File: src/rtl/calc_ratio_scaled.sv
// Scaled-ratio divider: result = (numerator * SCALE) / denominator, one quotient bit per clock.
// Optional macro CALC_RATIO_ROUND_EN selects round-to-nearest instead of truncation.
module calc_ratio_scaled #(
    parameter int unsigned NUM_W = 16,
    parameter int unsigned DEN_W = 16,
    parameter int unsigned SCALE = 100,
    parameter int unsigned OUT_W = 8
) (
    input  logic             clk,
    input  logic             reset,
    input  logic             start,
    input  logic [NUM_W-1:0] numerator,
    input  logic [DEN_W-1:0] denominator,
    output logic             busy,
    output logic             done,
    output logic [OUT_W-1:0] result,
    output logic             div_zero,
    output logic             overflow
);

    localparam int unsigned SC_W  = $clog2(SCALE + 1);
    localparam int unsigned DVD_W = NUM_W + SC_W + 1;
    localparam int unsigned CNT_W = $clog2(DVD_W);
    localparam int unsigned REM_W = DEN_W + 1;
    localparam int unsigned SH_W  = DEN_W + 2;

    typedef enum logic [1:0] {
        S_IDLE,
        S_CALC,
        S_FINISH
    } state_t;

    state_t             r_state;
    logic [DVD_W-1:0]   r_dvd;
    logic [DEN_W-1:0]   r_den;
    logic [REM_W-1:0]   r_rem;
    logic [DVD_W-1:0]   r_q;
    logic [CNT_W-1:0]   r_cnt;

    logic [DVD_W-1:0]   w_dvd_init;
    logic [SH_W-1:0]    w_rem_sh;
    logic               w_fits;
    logic [REM_W-1:0]   w_rem_nx;
    logic               w_q_ovf;

    // Dividend is formed at full width so the rounding term can never wrap.
`ifdef CALC_RATIO_ROUND_EN
    assign w_dvd_init = DVD_W'(numerator) * DVD_W'(SCALE) + DVD_W'(denominator >> 1);
`else
    assign w_dvd_init = DVD_W'(numerator) * DVD_W'(SCALE);
`endif

    // Restoring step: shift in next dividend bit, subtract when it fits.
    assign w_rem_sh = {r_rem, r_dvd[r_cnt]};
    assign w_fits   = (w_rem_sh >= SH_W'(r_den));
    assign w_rem_nx = w_fits ? REM_W'(w_rem_sh - SH_W'(r_den)) : REM_W'(w_rem_sh);
    assign w_q_ovf  = |r_q[DVD_W-1:OUT_W];

    always_ff @(posedge clk) begin
        if (reset) begin
            r_state  <= S_IDLE;
            r_dvd    <= '0;
            r_den    <= '0;
            r_rem    <= '0;
            r_q      <= '0;
            r_cnt    <= '0;
            busy     <= 1'b0;
            done     <= 1'b0;
            result   <= '0;
            div_zero <= 1'b0;
            overflow <= 1'b0;
        end else begin
            done <= 1'b0;
            case (r_state)
                S_IDLE: begin
                    if (start) begin
                        r_dvd <= w_dvd_init;
                        r_den <= denominator;
                        r_rem <= '0;
                        r_q   <= '0;
                        r_cnt <= CNT_W'(DVD_W - 1);
                        busy  <= 1'b1;
                        r_state <= (denominator == '0) ? S_FINISH : S_CALC;
                    end
                end
                S_CALC: begin
                    r_rem        <= w_rem_nx;
                    r_q[r_cnt]   <= w_fits;
                    if (r_cnt == '0) begin
                        r_state <= S_FINISH;
                    end else begin
                        r_cnt <= r_cnt - CNT_W'(1);
                    end
                end
                S_FINISH: begin
                    done    <= 1'b1;
                    busy    <= 1'b0;
                    r_state <= S_IDLE;
                    if (r_den == '0) begin
                        result   <= '1;
                        div_zero <= 1'b1;
                        overflow <= 1'b0;
                    end else if (w_q_ovf) begin
                        result   <= '1;
                        div_zero <= 1'b0;
                        overflow <= 1'b1;
                    end else begin
                        result   <= r_q[OUT_W-1:0];
                        div_zero <= 1'b0;
                        overflow <= 1'b0;
                    end
                end
                default: begin
                    r_state <= S_IDLE;
                    busy    <= 1'b0;
                end
            endcase
        end
    end

endmodule

File: config.mk
export PLATFORM = sky130hd
export DESIGN_NAME = calc_ratio_scaled
export DESIGN_NICKNAME = d
export VERILOG_FILES = /design/src/rtl/calc_ratio_scaled.sv
export SDC_FILE = /design/constraint.sdc
export NUM_CORES = 1
export LEC_CHECK = 0
export ABC_AREA = 1
export CORE_MARGIN = 1.5
export CORE_UTILIZATION = 45
export DETAILED_ROUTE_END_ITERATION = 8
export PLACE_DENSITY = 0.6
export REMOVE_ABC_BUFFERS = 1
export SLEW_MARGIN = 20
export SYNTH_ARGS = -nofsm -noshare
export SYNTH_HDL_FRONTEND = slang
export SYNTH_SLANG_ARGS = --single-unit
File: constraint.sdc
create_clock -name clk -period 9.6 [get_ports clk]
set_input_delay 2.88 -clock clk [delete_from_list [all_inputs] [get_ports clk]]
set_output_delay 2.88 -clock clk [all_outputs]
set_load 0.005 [all_outputs]
==> out/results.txt, run 1 <==
Leak: 0.003904 uW
Crit path max-delay family: adder cells
TritonCTS clock tree: done
Total Wirelength: 16.76 mm
Antenna viol nets, final: 0
Number of global-route vias before repair: 6,072
Period utilisation layout: 60.78%
Max Cap Violations: 0
HP Class: flop to flop
DPL Wire Length: 12.42 mm
R2r worst-path depth: 15
Unrepaired setup endpoints after global routing: false
Final Critical Period: 5.835 ns
Final hold viol count: 0
Avg WL per Cell: 13.30 um
PwrDens: 225.1 nW/um^2
Pre-CTS setup slack: 3.446 ns
Setup TNS: 0 ns
Crit Path Max Fanout: 5
F_max: 171.4 MHz
Crit path DAT: 6.05 ns
EDFF count, synth: 0
Maximum clock insertion buffer count: 2
Setup Skew: 0.006803 ns
Synth-to-layout area growth: 12.39%
Die ar.: 16,290 um^2
CTS Root Cell: clkbuf_16
Post-synthesis sequential area ratio: 27.79%
Worst VDD drop: 172.1 uV
Startpoint types: primary input
DRC violations left: 0
Port buffer count: 46
Status: complete, no violations
Vias: 6,366
Detailed Routing Iterations Pass 1: 5
Rel. slew slack: 37.24%
Sequential cell area: 1942 um^2
Gpl congestion: 0.9125
Final #Nets: 1,188
H-tree depth: 3
Worst slew pin tran: 0.9380 ns
Distinct cell type count after synthesis: 40
CTS clk-pin slew, worst paths: 0.06 ns
CP max-delay cell: clkdlybuf4s50_1
Syn_area_per_cell: 6.752 um^2
All-Layer GR Usage: 21.91%
Ys async rst share: 0%
Clock latency on the worst-skew pair: 0.35 ns
Required @ worst endpoint: 9.81 ns
CP Class: primary input to flop
DRT iter0 DRCs: 492
Initial antenna violation count: 0
Die X: 127.6 um
I/O Pins: 47
Synth Register Bits: 97
Final max-slew violation count: 0
Die Ht: 127.6 um
Critical Path Stages: 15
Clock buffer count from CTS: 9
Mapped Cells: 1,035
Largest net degree at the start of global routing: 50
# clock sinks: 97
CP Capture Type: flop
Gr ovfl total: 0
N_diodes: 0
Fill cell count: 1,607
Hold buffers post-CTS: 0
Yosys Warn Count: 0
Mapped Area: 6988 um^2
Multi-input logic area: 4121 um^2
Final setup violation count: 0
Share of layout cells above drive strength 1: 4.757%
Setup WS post-layout: 3.765 ns
Routed vias/inst: 5.052
Core Box Area: 15,200 um^2
Post_cts resized: 0
Max incr delay on CP: 0.53 ns
Crit-path cells: clkdlybuf4s50_1 > ha_1 > ha_1 > inv_1 > fa_1 > inv_1 > ha_1 > a21oi_1 > nand2_1 > inv_1 > nor2_1 > nor2_1 > o21bai_1 > o21ai_0 > o21ai_0
Post-CTS setup buffer count: 0
CP bufs+invs: 4
First-pass GRT wire length: 29.10 mm
Hold Path Depth: 2
Initial Util: 45.97%
# rows: 45
Prevailing post-synth register cell: dfxtp_1
-- metrics by stage --
stage          hold WS, ns  util (%)  power, uW  cells  cell area, um^2
2_1_floorplan       0.4261         -       1180   1009             6852
3_3_place_gp        0.4396     49.71       1406   1245             7557
3_5_place_dp        0.4427     49.71       1409   1245             7557
4_1_cts             0.4569     51.66       1780   1260             7854
5_1_grt             0.4933     51.66       1941   1260             7854
6_report            0.4549     51.66       1768   1260             7854
-- layer usage --
metal	GRT usage, %	wire length (um)	vias to the layer above
met5	0	0	-
met4	5.882	210	0
met3	3.141	703	13
met2	34.66	7282	99
met1	31.27	8567	2864
li1	-	-	3390
-- final timing paths --
| path | start | to | slack [ns] |
|---|---|---|---|
| max | numerator[4] | r_dvd[14] | 3.77 |
| min | r_dvd[21] | r_dvd[21] | 0.45 |
| max reg2reg | r_cnt[0] | r_q[10] | 5.85 |
| min reg2reg | r_dvd[21] | r_dvd[21] | 0.45 |
-- sequential cells by signal (all words and copies together) (netlist names), 2 cells and up --
signal	cells
r_den	16
r_dvd	21
r_cnt	5
r_q	24
r_state	2
r_rem	17
result	8
-- area by class of cell --
type                            instances  share of cell area, %
Sequential cell                        97                  24.73
Clock inverter                          4                 0.6850
Inverter                              210                  10.04
Clock buffer                           11                  3.091
Multi-Input combinational cell        702                  52.48
Tap cell                              188                  2.995
Timing Repair Buffer                   48                  5.990
-- worst min-delay path: cells and delay by family, from the launching register on --
family | cells | cell delay, ns
flops | 1 | 0.31
simple gates | 2 | 0.10
-- power by group --
group	internal (uW)	switching, uW	leakage (uW)
registers	447	29.4	0.000791
logic	319	607	0.00297
clock network	208	157	0.000138
-- synth_stat cells (10+ instances only) --
library cell	n	area share, %
o21ai_0	56	4.0
nand4_1	25	2.2
a21oi_1	76	5.4
clkbuf_1	15	0.81
nor2_1	47	2.5
o22ai_1	21	1.9
inv_2	10	0.54
nand3_1	57	4.1
nand2_1	257	14
nor3_1	13	0.93
ha_1	73	13
dfxtp_1	97	28
inv_1	200	11
fa_1	12	3.4
-- cell usage in the layout (no fill, tap or decap), drive strengths merged, types with 4 or more instances in the layout --
| cell | n |
|---|---|
| nand3 | 61 |
| a21oi | 78 |
| nor2 | 54 |
| xor2 | 4 |
| nand3b | 5 |
| nand2 | 264 |
| ha | 73 |
| nor3 | 14 |
| o22ai | 21 |
| o21ai | 58 |
| fa | 12 |
| clkbuf | 11 |
| inv | 210 |
| clkdlybuf4s50 | 45 |
| nor4 | 7 |
| xnor2 | 6 |
| nand4 | 25 |
| dfxtp | 97 |
-- cells by family after synthesis --
family | synth area share, %
buffers and inverters | 13.23
adder cells (fa/ha/maj) | 16.51
AND/OR/NAND/NOR | 27.68
AO/OA/AOI/OAI | 13.54
XOR/XNOR | 1.253
flip-flops | 27.79
Note: power is estimated with default switching activity, not from simulation.
==> inputs of run 2 (changes only) <==
Clock period 9.6 ns to 6.09 ns, I/O delays scaled along.
==> out/results.txt, run 2 (synthesis gave the netlist of run 1 again) <==
Status: complete, no violations
Fill cell count: 1,594
DRT iter0 DRCs: 514
Sequential cell area: 1942 um^2
Clock buffer count from CTS: 9
Power, Total: 2748 uW
HP Class: flop to flop
Largest reg by FF count: r_q
Die ar.: 16,290 um^2
Gpl congestion: 0.9115
Post_cts resized: 0
Total Wirelength: 16.83 mm
Final setup violation count: 0
Synth-to-layout area growth: 12.34%
DRC violations left: 0
Crit Path Max Fanout: 5
Maximum clock insertion buffer count: 2
Initial antenna violation count: 0
Final max-slew violation count: 0
Worst slew pin tran: 0.8946 ns
Detailed Routing Iterations Pass 1: 5
Post-CTS setup buffer count: 0
CP Capture Type: flop
Leak: 0.003906 uW
Most frequent cells in the layout: 257 x nand2_1, 200 x inv_1, 97 x dfxtp_1
Multi-input logic area: 4121 um^2
CTS clk-pin slew, worst paths: 0.07 ns
# rows: 45
Required @ worst endpoint: 6.30 ns
Setup WS post-layout: 1.332 ns
Largest register FFs: 24
Largest net degree at the start of global routing: 49
Avg WL per Cell: 13.32 um
Worst VDD drop: 239.7 uV
PwrDens: 350.1 nW/um^2
DR WL met3: 731 um
Rel. slew slack: 40.29%
Period utilisation layout: 78.12%
Final Critical Period: 4.758 ns
Post-Route M1 WL: 8.469 mm
DPL Wire Length: 12.58 mm
Vias: 6,388
Final #Nets: 1,191
Max Cap Violations: 0
Gr ovfl total: 0
N_diodes: 0
Unrepaired setup endpoints after global routing: false
Number of global-route vias before repair: 6,032
Pre-CTS setup slack: 0.9791 ns
Setup Skew: 0.01193 ns
Commonest non-fill, non-tap cell in the layout: nand2_1
Hold buffers post-CTS: 0
Antenna viol nets, final: 0
Initial Util: 45.97%
Die Ht: 127.6 um
Final hold slack: 0.4537 ns
All-Layer GR Usage: 21.91%
Clock latency on the worst-skew pair: 0.35 ns
TritonCTS clock tree: done
Port buffer count: 46
# clock sinks: 97
I/O Pins: 47
F_max: 210.2 MHz
Routed vias/inst: 5.058
Crit path DAT: 4.97 ns
Largest regs: r_q: 24 flops, r_dvd: 21 flops, r_rem: 17 flops
CP Class: primary input to flop
Share of layout cells above drive strength 1: 5.023%
Startpoint types: primary input
DR top layer: met4
Final hold viol count: 0
Die X: 127.6 um
Setup TNS: 0 ns
First-pass GRT wire length: 29.03 mm
Core Box Area: 15,200 um^2
H-tree depth: 3
Met2 Wirelength: 7.388 mm
CTS Root Cell: clkbuf_16
==> run 2: changes by cell type in the layout (fill, tap and decap cells not counted), sizes merged <==
cell | previous run | this run
buf | 3 | 6
inv | 210 | 212
clkbuf | 11 | 10
bufinv | 1 | 0
==> run 2: layout make-up <==
cell class	count	area share, %
clock inverter	5	0.5260
sequential	97	24.74
multi-input combinational	702	52.50
timing repair buffer	51	6.280
tap	188	2.996
clock buffer	10	2.917
inverter	210	10.04
==> run 2: per-stage QoR <==
stage	std cells	cell area [um^2]	util, %
2_1_floorplan	1009	6852	-
3_5_place_dp	1248	7580	49.86
4_1_cts	1263	7850	51.64
3_3_place_gp	1248	7580	49.86
5_1_grt	1263	7850	51.64
6_report	1263	7850	51.64
==> run 2: report_power, final <==
group	switching, uW	internal, uW	leakage [uW]
registers	46.2	705	0.000791
logic	951	505	0.00299
clock network	261	279	0.000126
total	1260	1490	0.00391
==> run 2: routing by layer <==
layer,up-vias,global-route usage [%]
met5,-,0
met4,0,6.543
met3,16,2.345
met2,142,35.17
met1,2834,31.07
li1,3396,-
==> run 2: worst paths after layout <==
check	start	to	slack (ns)	depth (start not counted)
worst max-delay path	numerator[4]	r_dvd[14]	1.33	15
worst min-delay path	r_dvd[18]	r_dvd[18]	0.45	2
worst max register to register	r_cnt[0]	r_q[2]	2.35	15
worst min register to register	r_dvd[18]	r_dvd[18]	0.45	2
==> run 2: worst max-delay path: stages <==
cell and delay [ns]:
clkdlybuf4s50_1 0.54, ha_1 0.26, ha_1 0.27, inv_1 0.05, fa_1 0.50, inv_1 0.04, ha_1 0.34, a21oi_1 0.16
nand2_1 0.10, inv_1 0.06, nor2_1 0.04, nor2_1 0.24, o21bai_1 0.16, o21ai_0 0.25, o21ai_0 0.12
==> inputs of run 3 (changes only) <==
Clock period 6.09 ns to 4.7 ns, I/O delays scaled along.
==> out/results.txt, run 3 (synthesis gave the netlist of run 1 again) <==
# rows: 45
First-pass GRT wire length: 28.90 mm
Crit path max-delay family: adder cells
PwrDens: 459.1 nW/um^2
Final max-slew violation count: 0
DRT iter0 DRCs: 415
Post_cts resized: 0
Hold buffers post-CTS: 0
CP max-delay cell: clkdlybuf4s50_1
Avg WL per Cell: 13.31 um
F_max: 233.6 MHz
Unrepaired setup endpoints after global routing: false
Initial antenna violation count: 0
Die Ht: 127.6 um
Commonest non-fill, non-tap cell in the layout: nand2_1
Die X: 127.6 um
Die ar.: 16,290 um^2
CTS Root Cell: clkbuf_16
Crit Path Max Fanout: 5
HP Class: flop to flop
Max incr delay on CP: 0.53 ns
Largest regs: r_q: 24 flops, r_dvd: 21 flops, r_rem: 17 flops
Worst slew pin tran: 0.8247 ns
Gr ovfl total: 0
Max Cap Violations: 0
Gpl congestion: 0.8856
Rel. slew slack: 44.96%
DRC violations left: 0
All-Layer GR Usage: 21.94%
CP Capture Type: flop
Worst VDD drop: 349.5 uV
Setup TNS: 0 ns
Number of global-route vias before repair: 5,986
Routed vias/inst: 5.028
Clock buffer count from CTS: 9
Status: complete, no violations
H-tree depth: 3
DPL Wire Length: 12.67 mm
I/O Pins: 47
Final #Nets: 1,194
Period utilisation layout: 91.08%
Share of layout cells above drive strength 1: 5.283%
CP Class: primary input to flop
Leak: 0.003931 uW
Required @ worst endpoint: 4.91 ns
Core Box Area: 15,200 um^2
Largest reg by FF count: r_q
Largest register FFs: 24
Crit path DAT: 4.50 ns
N_diodes: 0
Vias: 6,371
# clock sinks: 97
Final Critical Period: 4.281 ns
Maximum clock insertion buffer count: 2
Largest net degree at the start of global routing: 49
Clock latency on the worst-skew pair: 0.35 ns
Final setup violation count: 0
TritonCTS clock tree: done
Port buffer count: 46
Post-CTS setup buffer count: 0
Crit-path cells: clkdlybuf4s50_1 > ha_1 > ha_1 > inv_1 > fa_1 > inv_1 > ha_1 > a21oi_1 > nand2_1 > inv_1 > nor2_1 > nor2_1 > o21bai_1 > o21ai_0 > o21ai_0
R2R Setup Slk: 0.99 ns
Final hold viol count: 0
Setup Skew: 0.008027 ns
Synth-to-layout area growth: 13.02%
CP bufs+invs: 4
Detailed Routing Iterations Pass 1: 4
Initial Util: 45.97%
Startpoint types: primary input
Most frequent cells in the layout: 257 x nand2_1, 200 x inv_1, 97 x dfxtp_1
Total Wirelength: 16.86 mm
CTS clk-pin slew, worst paths: 0.06 ns
Final hold slack: 0.4542 ns
Antenna viol nets, final: 0
==> run 3: layout make-up <==
class | count | area (um^2)
Fill cell | 1604 | 7305
Multi-Input combinational cell | 702 | 4121
Sequential cell | 97 | 1942
Inverter | 210 | 788.3
Timing Repair Buffer | 54 | 515.5
Tap cell | 188 | 235.2
Clock buffer | 11 | 232.7
Clock inverter | 5 | 62.56
==> run 3: stage by stage <==
step | instance area (um^2) | power (uW) | worst slack, ns | std cells | util (%)
after floorplan | 6852 | 2410 | 0.7822 | 1009 | -
after global placement | 7602 | 2883 | 0.06853 | 1251 | 50.01
after detailed placement | 7602 | 2888 | 0.05482 | 1251 | 50.01
after CTS | 7898 | 3648 | 0.4254 | 1267 | 51.95
after global routing | 7898 | 3968 | 0.2036 | 1267 | 51.95
final | 7898 | 3626 | 0.4192 | 1267 | 51.95
==> run 3: report_power, final <==
group	total (uW)	switching, uW	internal [uW]
Sequential	973	59.3	913
Clock	747	330	417
Combinational	1910	1250	660
==> run 3: final timing paths <==
| path | from | endpoint | depth (start not counted) |
|---|---|---|---|
| setup / recovery | numerator[4] | r_dvd[14] | 15 |
| hold reg to reg | r_dvd[21] | r_dvd[21] | 2 |
| hold / removal | r_dvd[21] | r_dvd[21] | 2 |
| setup reg to reg | r_cnt[0] | r_rem[12] | 16 |
==> run 3: layer usage <==
metal	vias to the layer above	GRT usage, %	share of wire [%]
met3	15	2.596	2.6
met5	-	0	0
met4	0	5.684	1.2
met2	90	35.93	44
li1	3402	-	-
met1	2864	30.75	52
==> run 3: tightest hold or removal path, stage by stage, from the launching register on <==
cell     delay [ns]
dfxtp_1        0.31
nand2_1        0.06
nand2_1        0.04
